File: config.mk
export PLATFORM = sky130hd
export DESIGN_NAME = fifo_ctrl_flat
export DESIGN_NICKNAME = d
export VERILOG_FILES = /design/src/rtl/fifo_pkg.sv /design/src/rtl/fifo_ctrl_if.sv /design/src/rtl/fifo_ptr.sv /design/src/rtl/fifo_ctrl.sv /design/src/flat_wrapper.sv
export SDC_FILE = /design/constraint.sdc
export NUM_CORES = 1
export LEC_CHECK = 0
export BUFFER_PORTS_ARGS = -buffer_cell sky130_fd_sc_hd__buf_2
export CORE_MARGIN = 3
export CORE_UTILIZATION = 36
export DETAILED_ROUTE_END_ITERATION = 8
export PLACE_DENSITY = 0.61
export SLEW_MARGIN = 20
export SYNTH_ARGS = -nofsm -noshare
export SYNTH_HDL_FRONTEND = slang
export SYNTH_HIERARCHICAL = 1
export SYNTH_SLANG_ARGS = --single-unit
File: constraint.sdc
create_clock -name clk -period 3 [get_ports clk]
set_input_delay 0.6 -clock clk [delete_from_list [all_inputs] [get_ports clk]]
set_output_delay 0.6 -clock clk [all_outputs]
set_load 0.05 [all_outputs]
File: src/rtl/fifo_pkg.sv
// ============================================================================
// Module  : fifo_pkg
// Brief   : Shared constants, state encoding and decode helper for fifo_ctrl.
// Revision: 1.0 - initial release
// ============================================================================
`default_nettype none

package fifo_pkg;

  localparam int ADDR_W = 3;
  localparam int DEPTH  = 2 ** ADDR_W;

  // State records the operation performed on the most recent edge.
  localparam logic [2:0] ST_IDLE   = 3'd0;
  localparam logic [2:0] ST_WRITE  = 3'd1;
  localparam logic [2:0] ST_READ   = 3'd2;
  localparam logic [2:0] ST_RDWR   = 3'd3;
  localparam logic [2:0] ST_WR_ERR = 3'd4;
  localparam logic [2:0] ST_RD_ERR = 3'd5;

  function automatic logic [2:0] next_state(
    input logic wr_ok,
    input logic rd_ok,
    input logic wr_req,
    input logic rd_req
  );
    logic [2:0] st;
    st = ST_IDLE;
    if (wr_ok && rd_ok) begin
      st = ST_RDWR;
    end else if (wr_ok) begin
      st = ST_WRITE;
    end else if (rd_ok) begin
      st = ST_READ;
    end else if (wr_req) begin
      st = ST_WR_ERR;
    end else if (rd_req) begin
      st = ST_RD_ERR;
    end
    return st;
  endfunction

endpackage

`default_nettype wire

File: src/rtl/fifo_ctrl_if.sv
// ============================================================================
// Module  : fifo_ctrl_if
// Brief   : FIFO request/status and register-file port bundle for fifo_ctrl.
//           Optional almost_* signals exist when FIFO_CTRL_ALMOST_EN is defined.
// Revision: 1.0 - initial release
// ============================================================================
`default_nettype none

interface fifo_ctrl_if #(
  parameter int DATA_W = 32,
  parameter int ADDR_W = 3
) ();

  logic              wr_en;
  logic              rd_en;
  logic              we;
  logic [ADDR_W-1:0] wAddr;
  logic [ADDR_W-1:0] rAddr;
  logic [DATA_W-1:0] rData;
  logic [DATA_W-1:0] dout;
  logic [ADDR_W:0]   data_count;
  logic              full;
  logic              empty;
  logic              wr_ack;
  logic              wr_err;
  logic              rd_ack;
  logic              rd_err;
`ifdef FIFO_CTRL_ALMOST_EN
  logic              almost_full;
  logic              almost_empty;
`endif

  // master: the FIFO user plus register file; slave: the controller.
  modport master (
    output wr_en, rd_en, rData,
    input  we, wAddr, rAddr, dout, data_count, full, empty,
`ifdef FIFO_CTRL_ALMOST_EN
    input  almost_full, almost_empty,
`endif
    input  wr_ack, wr_err, rd_ack, rd_err
  );

  modport slave (
    input  wr_en, rd_en, rData,
    output we, wAddr, rAddr, dout, data_count, full, empty,
`ifdef FIFO_CTRL_ALMOST_EN
    output almost_full, almost_empty,
`endif
    output wr_ack, wr_err, rd_ack, rd_err
  );

endinterface

`default_nettype wire

File: src/rtl/fifo_ptr.sv
// ============================================================================
// Module  : fifo_ptr
// Brief   : Wrapping ADDR_W-bit pointer with increment enable, async reset.
// Revision: 1.0 - initial release
// ============================================================================
`default_nettype none

module fifo_ptr #(
  parameter int ADDR_W = 3
) (
  input  wire logic              clk,
  input  wire logic              reset,
  input  wire logic              inc_i,
  output logic      [ADDR_W-1:0] ptr_o
);

  localparam logic [ADDR_W-1:0] PTR_ONE = ADDR_W'(1);

  logic [ADDR_W-1:0] ptr_q;
  logic [ADDR_W-1:0] ptr_d;

  // Natural overflow gives the modulo-DEPTH wrap.
  always_comb begin
    ptr_d = ptr_q;
    if (inc_i) begin
      ptr_d = ptr_q + PTR_ONE;
    end
  end

  always_ff @(posedge clk or posedge reset) begin
    if (reset) begin
      ptr_q <= '0;
    end else begin
      ptr_q <= ptr_d;
    end
  end

  assign ptr_o = ptr_q;

endmodule

`default_nettype wire

File: src/rtl/fifo_ctrl.sv
// ============================================================================
// Module  : fifo_ctrl
// Brief   : Sequencing controller turning an external register file into a
//           synchronous FIFO. Define FIFO_CTRL_ALMOST_EN for almost_* flags.
// Revision: 1.0 - initial release
// ============================================================================
`default_nettype none

module fifo_ctrl #(
  parameter int DATA_W = 32,
  parameter int ADDR_W = fifo_pkg::ADDR_W
) (
  input  wire logic   clk,
  input  wire logic   reset,
  fifo_ctrl_if.slave  bus
);

  import fifo_pkg::*;

  localparam logic [ADDR_W:0] CNT_ONE  = {{ADDR_W{1'b0}}, 1'b1};
  localparam logic [ADDR_W:0] CNT_FULL = {1'b1, {ADDR_W{1'b0}}};

  logic [ADDR_W:0]   count_q;
  logic [ADDR_W:0]   count_d;
  logic [DATA_W-1:0] dout_q;
  logic [DATA_W-1:0] dout_d;
  logic [2:0]        state_q;
  logic [2:0]        state_d;
  logic              cross_err_q;
  logic              cross_err_d;

  logic              full_w;
  logic              empty_w;
  logic              wr_ok_w;
  logic              rd_ok_w;
  logic [ADDR_W-1:0] head_w;
  logic [ADDR_W-1:0] tail_w;

  assign full_w  = (count_q == CNT_FULL);
  assign empty_w = (count_q == '0);

  // A read on an empty FIFO is never satisfied by the word written alongside it.
  assign wr_ok_w = bus.wr_en && !full_w;
  assign rd_ok_w = bus.rd_en && !empty_w;

  fifo_ptr #(
    .ADDR_W (ADDR_W)
  ) u_head (
    .clk   (clk),
    .reset (reset),
    .inc_i (rd_ok_w),
    .ptr_o (head_w)
  );

  fifo_ptr #(
    .ADDR_W (ADDR_W)
  ) u_tail (
    .clk   (clk),
    .reset (reset),
    .inc_i (wr_ok_w),
    .ptr_o (tail_w)
  );

  always_comb begin
    count_d     = count_q;
    dout_d      = dout_q;
    state_d     = next_state(wr_ok_w, rd_ok_w, bus.wr_en, bus.rd_en);
    cross_err_d = bus.wr_en && bus.rd_en && (full_w || empty_w);
    case ({wr_ok_w, rd_ok_w})
      2'b10:   count_d = count_q + CNT_ONE;
      2'b01:   count_d = count_q - CNT_ONE;
      default: count_d = count_q;
    endcase
    if (rd_ok_w) begin
      dout_d = bus.rData;
    end
  end

  always_ff @(posedge clk or posedge reset) begin
    if (reset) begin
      count_q     <= '0;
      dout_q      <= '0;
      state_q     <= ST_IDLE;
      cross_err_q <= 1'b0;
    end else begin
      count_q     <= count_d;
      dout_q      <= dout_d;
      state_q     <= state_d;
      cross_err_q <= cross_err_d;
    end
  end

`ifdef FIFO_CTRL_ALMOST_EN
  logic almost_full_q;
  logic almost_empty_q;

  always_ff @(posedge clk or posedge reset) begin
    if (reset) begin
      almost_full_q  <= 1'b0;
      almost_empty_q <= 1'b1;
    end else begin
      almost_full_q  <= (count_d >= (CNT_FULL - CNT_ONE));
      almost_empty_q <= (count_d <= CNT_ONE);
    end
  end

  assign bus.almost_full  = almost_full_q;
  assign bus.almost_empty = almost_empty_q;
`endif

  // A both-request that was half rejected lands in WRITE or READ; the
  // cross_err bit supplies the error pulse for the rejected half.
  assign bus.wr_ack = (state_q == ST_WRITE) || (state_q == ST_RDWR);
  assign bus.rd_ack = (state_q == ST_READ)  || (state_q == ST_RDWR);
  assign bus.wr_err = (state_q == ST_WR_ERR) || ((state_q == ST_READ)  && cross_err_q);
  assign bus.rd_err = (state_q == ST_RD_ERR) || ((state_q == ST_WRITE) && cross_err_q);

  assign bus.we         = wr_ok_w;
  assign bus.wAddr      = tail_w;
  assign bus.rAddr      = head_w;
  assign bus.dout       = dout_q;
  assign bus.data_count = count_q;
  assign bus.full       = full_w;
  assign bus.empty      = empty_w;

endmodule

`default_nettype wire

File: src/flat_wrapper.sv
// flat-port wrapper written by rule: the top's interface ports become plain ports
module fifo_ctrl_flat import fifo_pkg::*;
#(
  parameter int DATA_W = 32,
  parameter int ADDR_W = fifo_pkg::ADDR_W
)
  (clk, reset, bus_wr_en, bus_rd_en, bus_rData, bus_we, bus_wAddr, bus_rAddr, bus_dout, bus_data_count, bus_full, bus_empty, bus_wr_ack, bus_wr_err, bus_rd_ack, bus_rd_err);
  fifo_ctrl_if #(.DATA_W(DATA_W), .ADDR_W(ADDR_W)) bus_i ();
  input  wire logic clk;
  input  wire logic reset;
  input wire logic [$bits(bus_i.wr_en)-1:0] bus_wr_en;
  input wire logic [$bits(bus_i.rd_en)-1:0] bus_rd_en;
  input wire logic [$bits(bus_i.rData)-1:0] bus_rData;
  output wire logic [$bits(bus_i.we)-1:0] bus_we;
  output wire logic [$bits(bus_i.wAddr)-1:0] bus_wAddr;
  output wire logic [$bits(bus_i.rAddr)-1:0] bus_rAddr;
  output wire logic [$bits(bus_i.dout)-1:0] bus_dout;
  output wire logic [$bits(bus_i.data_count)-1:0] bus_data_count;
  output wire logic [$bits(bus_i.full)-1:0] bus_full;
  output wire logic [$bits(bus_i.empty)-1:0] bus_empty;
  output wire logic [$bits(bus_i.wr_ack)-1:0] bus_wr_ack;
  output wire logic [$bits(bus_i.wr_err)-1:0] bus_wr_err;
  output wire logic [$bits(bus_i.rd_ack)-1:0] bus_rd_ack;
  output wire logic [$bits(bus_i.rd_err)-1:0] bus_rd_err;
  assign bus_i.wr_en = bus_wr_en;
  assign bus_i.rd_en = bus_rd_en;
  assign bus_i.rData = bus_rData;
  assign bus_we = bus_i.we;
  assign bus_wAddr = bus_i.wAddr;
  assign bus_rAddr = bus_i.rAddr;
  assign bus_dout = bus_i.dout;
  assign bus_data_count = bus_i.data_count;
  assign bus_full = bus_i.full;
  assign bus_empty = bus_i.empty;
  assign bus_wr_ack = bus_i.wr_ack;
  assign bus_wr_err = bus_i.wr_err;
  assign bus_rd_ack = bus_i.rd_ack;
  assign bus_rd_err = bus_i.rd_err;
  fifo_ctrl #(.DATA_W(DATA_W), .ADDR_W(ADDR_W)) u_core (.clk(clk), .reset(reset), .bus(bus_i));
endmodule
Yosys cells after proc, flatten, opt, wreduce, memory -nomap -nowiden
Cells that the tools add are included.
- bits in registers: 46
- output and inout port bits: 49
- input port bits: 36
- word-level logic and storage cells: 40
- eq/ne operators: 8
- mux-type cells: 6
- add/subtract/negate cells: 4
- reductions and logical operators: 16
- operators by type and width (cell ; count):
    $mux 3 ; 5
    $pmux 4 s2 ; 1
    $logic_and 1x1->1 ; 7
    $add 3x1->3 const B ; 2
    $eq 3x2->1 const B ; 2
    $eq 3x3->1 const B ; 2
    $logic_or 1x1->1 ; 5
    $add 4x1->4 const B ; 1
    $eq 4x4->1 const B ; 1
    $logic_not 4->1 ; 1
    $sub 4x1->4 const B ; 1
    $eq 3x1->1 const B ; 1
    $eq 2x1->1 const B ; 1
    $eq 2x2->1 const B ; 1
    $logic_not 1->1 ; 2
    $reduce_bool 2->1 ; 1

Logic depth before layout (Yosys ltp)
Gate-level depths: netlist (run 1).
- depth after elaboration: 6
- gate-level depth with buffers: 11
- mapped depth without buffers: 9

Hierarchy
Netlist (run 1), hierarchy kept.
- modules (own cells, without submodules) (module ; area an instance (um^2) ; instances ; sequential area each (um^2) ; cells an instance):
    fifo_ctrl ; 1757.9 ; 1 ; 1001.0 ; 126
    fifo_ptr ; 127.6 ; 2 ; 75.1 ; 9

Worst setup path before layout (run 1)
OpenSTA, ideal clock, no wires.
- kind: flip-flop to flip-flop
- start: register u_core.count_q[1] (netlist: u_core/bus.data_count[1])
- end: register u_core.count_q[3] (netlist: u_core/bus.data_count[3])
- stages on the path, launching flop included: 11
- period minus slack after synthesis: 3.050 ns
- slack: -0.050 ns
- arrival: 2.960 ns
- required time: 2.910 ns
- cell sequence: dfrtp_1 buf_6 or3_4 o21ai_4 buf_6 inv_1 ha_1 clkbuf_1 or4b_2 a21o_1 o221ai_1
- cells in the longest elaborated chain, start to end: 5
- elaborated cells between the ends (all ways): 12
- RTL lines (element ; line ; source):
    start, declared ; fifo_ctrl.sv:23 ; logic [ADDR_W:0] count_q;
    start signal, assigned ; fifo_ctrl.sv:86 ; count_q <= count_d;
    $logic_not 4->1 (*) ; fifo_ctrl.sv:40 ; assign empty_w = (count_q == '0);
    $logic_not 1->1 (*) ; fifo_ctrl.sv:44 ; assign rd_ok_w = bus.rd_en && !empty_w;
    $logic_and 1x1->1 (*) ; fifo_ctrl.sv:44 ;
    via u_core.rd_ok_w ; fifo_ctrl.sv:35 ; logic rd_ok_w;
    $eq 2x1->1 / $eq 2x2->1 (equally long branches) ; fifo_ctrl.sv:69 ; case ({wr_ok_w, rd_ok_w})
    $pmux 4 s2 / $reduce_bool 2->1 (equally long branches) ; - ;
Mark *: on every way through the listed nets, which the timed path passes. The rest lies on a longest branch.
A chain may end at the register's enable or synchronous reset.

Final worst setup path (run 1)
- start: register u_core.count_q[0] (netlist: u_core/bus.data_count[0])
- end: register u_core.count_q[3] (netlist: u_core/bus.data_count[3])
Same word-level chain as after synthesis.

==> summary.txt, run 1 <==
Mapped Avg Cell Area - 14.0 um^2
Synth async-reset ratio - 100%
setup bufs post-CTS - 0
DR WL/cell - 13.0 um
Worst Hold Slack - 177 ps
Rel. slew slack - 50.1%
Crit Path Max Fanout - 8
CTS Buffer Depth - 2
clock root cell - clkbuf_8
CP required - 3210 ps
vias per cell - 4.59
Setup Skew - 3.10 ps
MaxCap Viol Count - 0
largest net degree at the start of global routing - 33
Hold Path Class - input port to asynchronous set/reset pin
Final min period - 2610 ps
top_reg_cell synth - dfrtp_1
worst slack, placed - 404 ps
Yosys cell types - 32
Core ar. - 5270 um^2
Die Y - 80.8 um
total CTS buffers - 5
Final Util - 49.5%
cell internal pwr - 1.52 mW
drt total wl - 3930 um
htree depth - 2
Setup WS post-layout - 387 ps
Yosys top cell by area - dfrtp_1
RePlAce Congestion - 0.740
width of the die - 80.8 um
P&R area growth vs syn - 29.6%
post-synth top area share - 57.2%
Peak supply drop - 0.000591 V
TNS Setup - 0 ps
Tcrit/Tclk final - 87.1%
buffers added on ports - 84
Finish-stage setup viols - 0
global-route wire length before repair - 6130 um
Final Max Tran Viols - 0
Setup crit end kind - flip-flop
unrepaired setup endpoints after global routing - no
Post-synth EDFFs - 0
cells after synthesis - 144
critical path type - flip-flop to flip-flop
Die ar. - 6530 um^2
Worst Path Arrival - 2830 ps
cts hold-fix bufs - 0
clk slew on worst S/H paths - 80 ps
drt drc - 0
critical path startpoint category - flip-flop
YS warnings - 6
Layout Nets - 273
CTS tree - done
DR vias - 1385
row count - 26
part of the power in registers - 33.4%
post-CTS resize count - 0
Pleak - 1.28 nW
combinational share of power - 51.0%
sequential-to-total area share from yosys stat - 57.2%
worst slew pin tran - 748 ps
drt first-iter violations - 26
switching part of the total - 48.2%
clock group share of total power - 15.6%
grt ovf - 0
Synthesized Nets - 186
FMAX - 383 MHz
share of layout cells above drive strength 1 - 57.8%
Netlist Area Pre-Place - 2010 um^2
number of global-route vias before repair - 1267
antenna cell count - 0
ANT nets after route - 0
Pre-antenna DRT Iters - 3
Yosys reg bits - 46
DP Wirelength - 2990 um
Tot GR Track Use - 12.3%
Final Hold Fails - 0
Sw Pwr - 1.42 mW
Boundary Pins - 85
Initial Utilization - 38.2%
initial antenna violation count - 0
Area contributors post-synth - dfrtp_1 (57%), mux2_2 (18%), ha_1 (3.7%), buf_6 (2.2%), xnor2_1 (1.7%)
outcome - finished clean
# clock sinks - 46
power density over the cells - 1130 nW/um^2
worst skew pair latency - 290 ps
## synthesized netlist by cell type, drive strengths merged (2+ instances only)
cell type  instances
a21oi              4
dfrtp             46
xor2               3
xnor2              4
nor3               2
ha                 6
clkbuf             2
nor3b              2
buf                4
nor2b              5
mux2              35
nand2              4
inv                7
nor2               4
## layer usage
layer	share of wire, %	vias to the layer above	track usage [%]
li1	-	669	-
met1	46	648	16.5
met2	42	60	17.7
met3	9.7	8	4.66
met4	2.3	0	5.07
met5	0	-	0
## state kept, by name, indices dropped and copies added (netlist names)
signal	flops
u_core/bus.data_count	4
u_core/bus.dout	32
u_core/cross_err_q	1
u_core/state_q	3
u_core/u_head/ptr_o	3
u_core/u_tail/ptr_o	3
## kinds of logic (layout without fill, tap and decap cells)
| kind of cell | count (synthesis) | count (layout) | synth area share [%] |
|---|---|---|---|
| AOI/OAI and AO/OA | 11 | 11 | 4.23 |
| xor gates and xnor gates | 7 | 7 | 3.05 |
| adders and majority gates | 6 | 6 | 3.73 |
| buffers and inverters | 13 | 101 | 3.92 |
| DFF | 46 | 46 | 57.2 |
| muxes | 36 | 36 | 20.4 |
| and+or+nand+nor | 25 | 25 | 7.46 |
## worst paths after layout
check | from | endpoint | slack, ps | depth (start not counted)
hold reg to reg | u_core/u_tail/ptr_o[2] | u_core/u_tail/ptr_o[2] | 480 | 1
setup reg to reg | u_core/bus.data_count[0] | u_core/bus.data_count[3] | 390 | 7
hold / removal | reset | u_core/u_head/ptr_o[0] | 180 | 2
max in group asynchronous | reset | u_core/bus.data_count[1] | 1970 | 3
min in group clk | u_core/u_tail/ptr_o[2] | u_core/u_tail/ptr_o[2] | 480 | 1
setup / recovery | u_core/bus.data_count[0] | u_core/bus.data_count[3] | 390 | 7
## stage by stage
stage	std cells	cell area [um^2]	total power, mW
after global routing	302	2610	3.11
after global placement	294	2500	2.49
after detailed placement	294	2500	2.50
after floorplan	144	2010	2.19
final	302	2610	2.94
after CTS	302	2610	2.98
## critical path, stage by stage, from the launching register on
cell and delay [ps]:
dfrtp_1 470, or3_4 450, o21ai_4 130, inv_1 140, ha_1 410, or4b_2 690
a21o_1 180, o221ai_1 60
## layout make-up
type / instances / area (um^2)
Clock buffer: 5 / 68.8
Clock inverter: 3 / 43.8
Fill cell: 494 / 2660
Inverter: 7 / 26.3
Multi-Input combinational cell: 85 / 783
Sequential cell: 46 / 1150
Tap cell: 70 / 87.6
Timing Repair Buffer: 86 / 448
## cells in the final DEF, fill, tap and decap left out, types with 2 or more instances in the layout
cell	Yosys	final
xor2_1	3	3
xnor2_1	4	4
buf_2	0	84
ha_1	6	6
dfrtp_1	46	45
clkbuf_8	0	5
mux2_2	32	32
nor3_1	2	2
nor2_1	4	4
nand2_1	4	4
nor2b_1	5	5
a21oi_1	4	4
inv_1	7	7
nor3b_1	2	2
mux2_4	2	2
## power by group through the flow
stage / clock network (mW) / registers, mW / logic, mW
finish: 0.458 / 0.982 / 1.50
global route: 0.507 / 1.02 / 1.59
CTS: 0.480 / 0.984 / 1.51
detailed placement: 0 / 0.995 / 1.51
global placement: 0 / 0.990 / 1.50
floorplan: 0 / 1.64 / 0.552
Power figures use the tool's default switching activity.
==> run 2, diff against run 1 <==
--- a/config.mk
+++ b/config.mk
@@ -9,9 +9,10 @@
 export CORE_MARGIN = 3
 export CORE_UTILIZATION = 36
 export DETAILED_ROUTE_END_ITERATION = 8
-export PLACE_DENSITY = 0.61
+export PLACE_DENSITY_LB_ADDON = 0.12
 export SLEW_MARGIN = 20
 export SYNTH_ARGS = -nofsm -noshare
 export SYNTH_HDL_FRONTEND = slang
 export SYNTH_HIERARCHICAL = 1
 export SYNTH_SLANG_ARGS = --single-unit
+export TNS_END_PERCENT = 10
==> run 2 against run 1 <==
  * Non-clock buffer count unchanged
  * Clock skew increased by 3.7 ps
  * Sequential power about the same
  * Hold slack improved by 3.3 ps
  * Combinational power about the same
  * Wire length increased by 2.4%
  * Via count increased by 0.72%
  * Final cell count unchanged
  * Global-route usage increased by 0.22 points
  * Maximum frequency decreased by 0.51%
  * Register-to-register slack about the same
  * Clock power decreased by 9.4%
  * Critical endpoint unchanged
==> summary.txt, run 2 (synthesis results as in run 1) <==
worst slew pin tran - 936 ps
Crit. Startpoint - u_core/bus.data_count[0]
worst skew pair latency - 290 ps
Finish-stage setup viols - 0
Setup Skew - 6.85 ps
overall power - 2.90 mW
Post-Place Cells - 294
buffers added on ports - 84
Pleak - 1.27 nW
CTS tree - done
fillers - 504
Crit Path Max Fanout - 8
number of flip-flops in the largest register - 32
largest net degree at the start of global routing - 33
DP Wirelength - 3040 um
htree depth - 2
Final Hold Fails - 0
outcome - finished clean
grt ovf - 0
Cell Count, Final, Fillers Out - 302
antenna cell count - 0
Pre-antenna DRT Iters - 4
drt total wl - 4030 um
initial antenna violation count - 0
Worst Hold Slack - 181 ps
drt drc - 0
P&R area growth vs syn - 28.7%
Die Y - 80.8 um
FMAX - 381 MHz
Final min period - 2630 ps
DR WL/cell - 13.3 um
Tcrit/Tclk final - 87.5%
Hold Path Class - input port to asynchronous set/reset pin
Boundary Pins - 85
width of the die - 80.8 um
DR vias - 1395
Tot GR Track Use - 12.5%
Initial Utilization - 38.2%
Final Max Tran Viols - 0
total CTS buffers - 5
power density over the cells - 1120 nW/um^2
TNS Setup - 0 ps
clk slew on worst S/H paths - 90 ps
share of layout cells above drive strength 1 - 57.8%
CP required - 3210 ps
worst reg2reg path startpoint - u_core/bus.data_count[0]
clock root cell - clkbuf_8
most common cell after layout, fill and taps aside - buf_2
number of global-route vias before repair - 1354
Final Util - 49.1%
MaxCap Viol Count - 0
critical path type - flip-flop to flip-flop
Layout Nets - 273
Core ar. - 5270 um^2
Setup crit end kind - flip-flop
drt first-iter violations - 43
Peak supply drop - 0.000767 V
unrepaired setup endpoints after global routing - no
ANT nets after route - 0
critical path startpoint category - flip-flop
global-route wire length before repair - 6290 um
# clock sinks - 46
cts hold-fix bufs - 0
CTS Buffer Depth - 2
Rel. slew slack - 37.2%
row count - 26
Worst Path Arrival - 2830 ps
post-CTS resize count - 0
most frequent cells in the layout - buf_2 (84), dfrtp_1 (45), mux2_2 (32), clkbuf_8 (7)
setup bufs post-CTS - 0
RePlAce Congestion - 0.717
Die ar. - 6530 um^2
vias per cell - 4.62
run 2: cell types whose count changed in the layout (fill, tap and decap cells not counted):
cell / change
clkinv_1: +1
clkinv_4: +1
inv_6: -1
clkinv_2: -1
clkbuf_8: +2
inv_1: -1
bufinv_16: -1
buf_12: -1
buf_4: +1
run 2: layout make-up:
class / instances / area (um^2) / area share [%]
Tap cell: 70 / 87.6 / 3.38
Inverter: 7 / 26.3 / 1.01
Clock inverter: 1 / 8.76 / 0.338
Timing Repair Buffer: 86 / 435 / 16.8
Clock buffer: 7 / 96.3 / 3.72
Multi-Input combinational cell: 85 / 783 / 30.2
Sequential cell: 46 / 1150 / 44.5
run 2: critical path, stage by stage, from the launching register on:
cell      delay [ps]
dfrtp_1          480
or3_4            450
o21ai_4          140
inv_1            140
ha_1             410
or4b_2           690
a21o_1           170
o221ai_1          60
run 2: layer usage:
metal	track usage [%]	up-vias	wire length [um]
met1	15.1	669	1750
met3	3.77	5	344
li1	-	669	-
met2	21.4	52	1890
met4	3.89	0	41
met5	0	-	0
run 2: worst paths after layout:
path | endpoint | slack [ps] | cells past startpoint
hold / removal | u_core/u_tail/ptr_o[1] | 180 | 2
min in group clk | u_core/u_tail/ptr_o[2] | 480 | 1
setup / recovery | u_core/bus.data_count[3] | 370 | 7
hold reg to reg | u_core/u_tail/ptr_o[2] | 480 | 1
max in group asynchronous | u_core/bus.dout[10] | 1920 | 3
setup reg to reg | u_core/bus.data_count[3] | 370 | 7
run 2: where the power goes:
| part | switching (mW) | total [mW] | leakage, nW | internal (mW) |
|---|---|---|---|---|
| Combinational | 1.05 | 1.50 | 0.677 | 0.446 |
| Clock | 0.204 | 0.415 | 0.0544 | 0.211 |
| Sequential | 0.160 | 0.984 | 0.541 | 0.825 |
run 2: metrics by stage:
step,setup slack (ps),instance area [um^2]
after floorplan,3.74,2010
after global placement,442,2480
after detailed placement,402,2480
after CTS,376,2590
after global routing,277,2590
final,374,2590
==> run 3, diff against run 2 <==
--- a/config.mk
+++ b/config.mk
@@ -9,7 +9,8 @@
 export CORE_MARGIN = 3
 export CORE_UTILIZATION = 36
 export DETAILED_ROUTE_END_ITERATION = 8
-export PLACE_DENSITY_LB_ADDON = 0.12
+export GPL_TIMING_DRIVEN = 0
+export PLACE_DENSITY = 0.75
 export SLEW_MARGIN = 20
 export SYNTH_ARGS = -nofsm -noshare
 export SYNTH_HDL_FRONTEND = slang
==> run 3 against run 2 <==
  * Clock skew down 2.0 ps
  * Non-clock buffer count up 5
  * Register-to-register slack worse by 160 ps
  * Die area unchanged
  * Cell area up 2.8%
  * Core utilization up 1.4 points
  * Sequential share of layout area down 1.2 points
  * Total power up 1.2%
  * Critical path depth up 2
  * Wire length down 3.4%
  * Hold slack better by 3.5 ps
  * Clock power about the same
  * Critical endpoint unchanged
  * Highest routed layer unchanged
==> summary.txt, run 3 (synthesis results as in run 1) <==
Hold Path Class - input port to asynchronous set/reset pin
worst slew pin tran - 454 ps
htree depth - 2
initial antenna violation count - 0
overall power - 2.93 mW
Worst Reg2Reg Path Length in Cells - 9
Worst Path Arrival - 2990 ps
Core ar. - 5270 um^2
Worst Hold Slack - 184 ps
Finish-stage setup viols - 0
number of flip-flops in the largest register - 32
Boundary Pins - 85
worst reg2reg path startpoint - u_core/bus.data_count[1]
combinational share of power - 53.3%
part of the power in registers - 32.6%
Reg2Reg Setup Slack - 220 ps
Initial Utilization - 38.2%
clk slew on worst S/H paths - 80 ps
DR WL/cell - 12.7 um
Final Max Tran Viols - 0
drt drc - 0
Layout Nets - 278
Setup Skew - 4.85 ps
drt total wl - 3890 um
critical path type - flip-flop to flip-flop
Tot GR Track Use - 12.1%
MaxCap Viol Count - 0
drt first-iter violations - 23
global-route wire length before repair - 6060 um
DP Wirelength - 2990 um
width of the die - 80.8 um
Peak supply drop - 0.000640 V
Setup crit end kind - flip-flop
total CTS buffers - 5
power density over the cells - 1100 nW/um^2
switching part of the total - 48.2%
clock root cell - clkbuf_8
ANT nets after route - 0
outcome - finished clean
cell internal pwr - 1.52 mW
CTS tree - done
most frequent cells in the layout - buf_2 (84), dfrtp_1 (44), mux2_2 (32), clkbuf_8 (7), inv_1 (6)
Final min period - 2780 ps
Rel. slew slack - 69.7%
CTS Buffer Depth - 2
most common cell after layout, fill and taps aside - buf_2
Tcrit/Tclk final - 92.8%
number of global-route vias before repair - 1312
clock group share of total power - 14.1%
FMAX - 359 MHz
unrepaired setup endpoints after global routing - no
CP required - 3200 ps
antenna cell count - 0
largest net degree at the start of global routing - 23
grt ovf - 0
Sw Pwr - 1.41 mW
Die Y - 80.8 um
RePlAce Congestion - 0.762
Crit Path Max Fanout - 10
buffers added on ports - 84
share of layout cells above drive strength 1 - 59.5%
vias per cell - 4.62
cts hold-fix bufs - 0
Pleak - 1.31 nW
critical path startpoint category - flip-flop
Die ar. - 6530 um^2
P&R area growth vs syn - 32.3%
R2R Path End - u_core/bus.data_count[3]
DR vias - 1417
Final Hold Fails - 0
Pre-antenna DRT Iters - 4
worst skew pair latency - 290 ps
# clock sinks - 46
row count - 26
-- run 3: cell types whose count changed in the layout (fill, tap and decap cells not counted), sizes merged --
cell and change:
buf +4, clkbuf +1, clkinv -1, inv +1
-- run 3: critical path, stage by stage (launching register included) --
cell	delay, ps
dfrtp_2	410
buf_6	130
or3_4	390
o21ai_4	180
buf_6	170
inv_1	140
ha_2	360
or4b_2	670
a21o_1	170
o221ai_1	60
-- run 3: timing repair --
action,in CTS,in global routing
endpoints found under the hold margin,0,0
buffers inserted,1,0
setup endpoints to repair,1,1
pin swaps,1,0
gates resized for setup,0,2
-- run 3: worst max path at each step --
stage	from	to	slack [ps]	cells past startpoint
after floorplan	u_core/bus.data_count[0]	u_core/bus.data_count[3]	4	9
after global placement	u_core/bus.data_count[1]	u_core/bus.data_count[3]	-40	10
after global routing	u_core/bus.data_count[1]	u_core/bus.data_count[3]	70	9
final	u_core/bus.data_count[1]	u_core/bus.data_count[3]	220	9
after detailed placement	u_core/bus.data_count[1]	u_core/bus.data_count[3]	-60	10
after CTS	u_core/bus.data_count[1]	u_core/bus.data_count[3]	30	10
-- run 3: power groups by stage --
stage          Clock, mW  Sequential, mW  Combinational (mW)
6_report           0.414           0.956                1.56
3_3_place_gp           0           0.959                1.54
3_5_place_dp           0           0.965                1.57
5_1_grt            0.459           0.985                1.66
4_1_cts            0.434           0.957                1.58
2_1_floorplan          0            1.64               0.552
-- run 3: per-stage QoR --
stage	TNS, ps	worst slack [ps]	area (um^2)	utilization, %	std cells
floorplan	0	3.74	2010	-	144
global placement	-44.4	-44.4	2520	47.9	298
detailed placement	-60.3	-60.3	2550	48.4	299
CTS	0	34.4	2660	50.5	308
global route	0	70.5	2660	50.5	307
finish	0	216	2660	50.5	307
-- run 3: cell type report --
type,instances,area [um^2]
fillers,487,2610
flip-flops and latches,46,1150
multi-input cells,85,786
repair buffers,86,455
clock buffers,7,96.3
well taps,70,87.6
plain buffers,5,48.8
inverters,7,26.3
clock inverters,1,8.76
-- run 3: per-layer routing --
| layer | vias up | track usage [%] | share of wire, % |
|---|---|---|---|
| li1 | 679 | - | - |
| met1 | 680 | 14.2 | 40 |
| met2 | 53 | 20.9 | 50 |
| met3 | 5 | 4.10 | 8.9 |
| met4 | 0 | 3.55 | 0.93 |
| met5 | - | 0 | 0 |
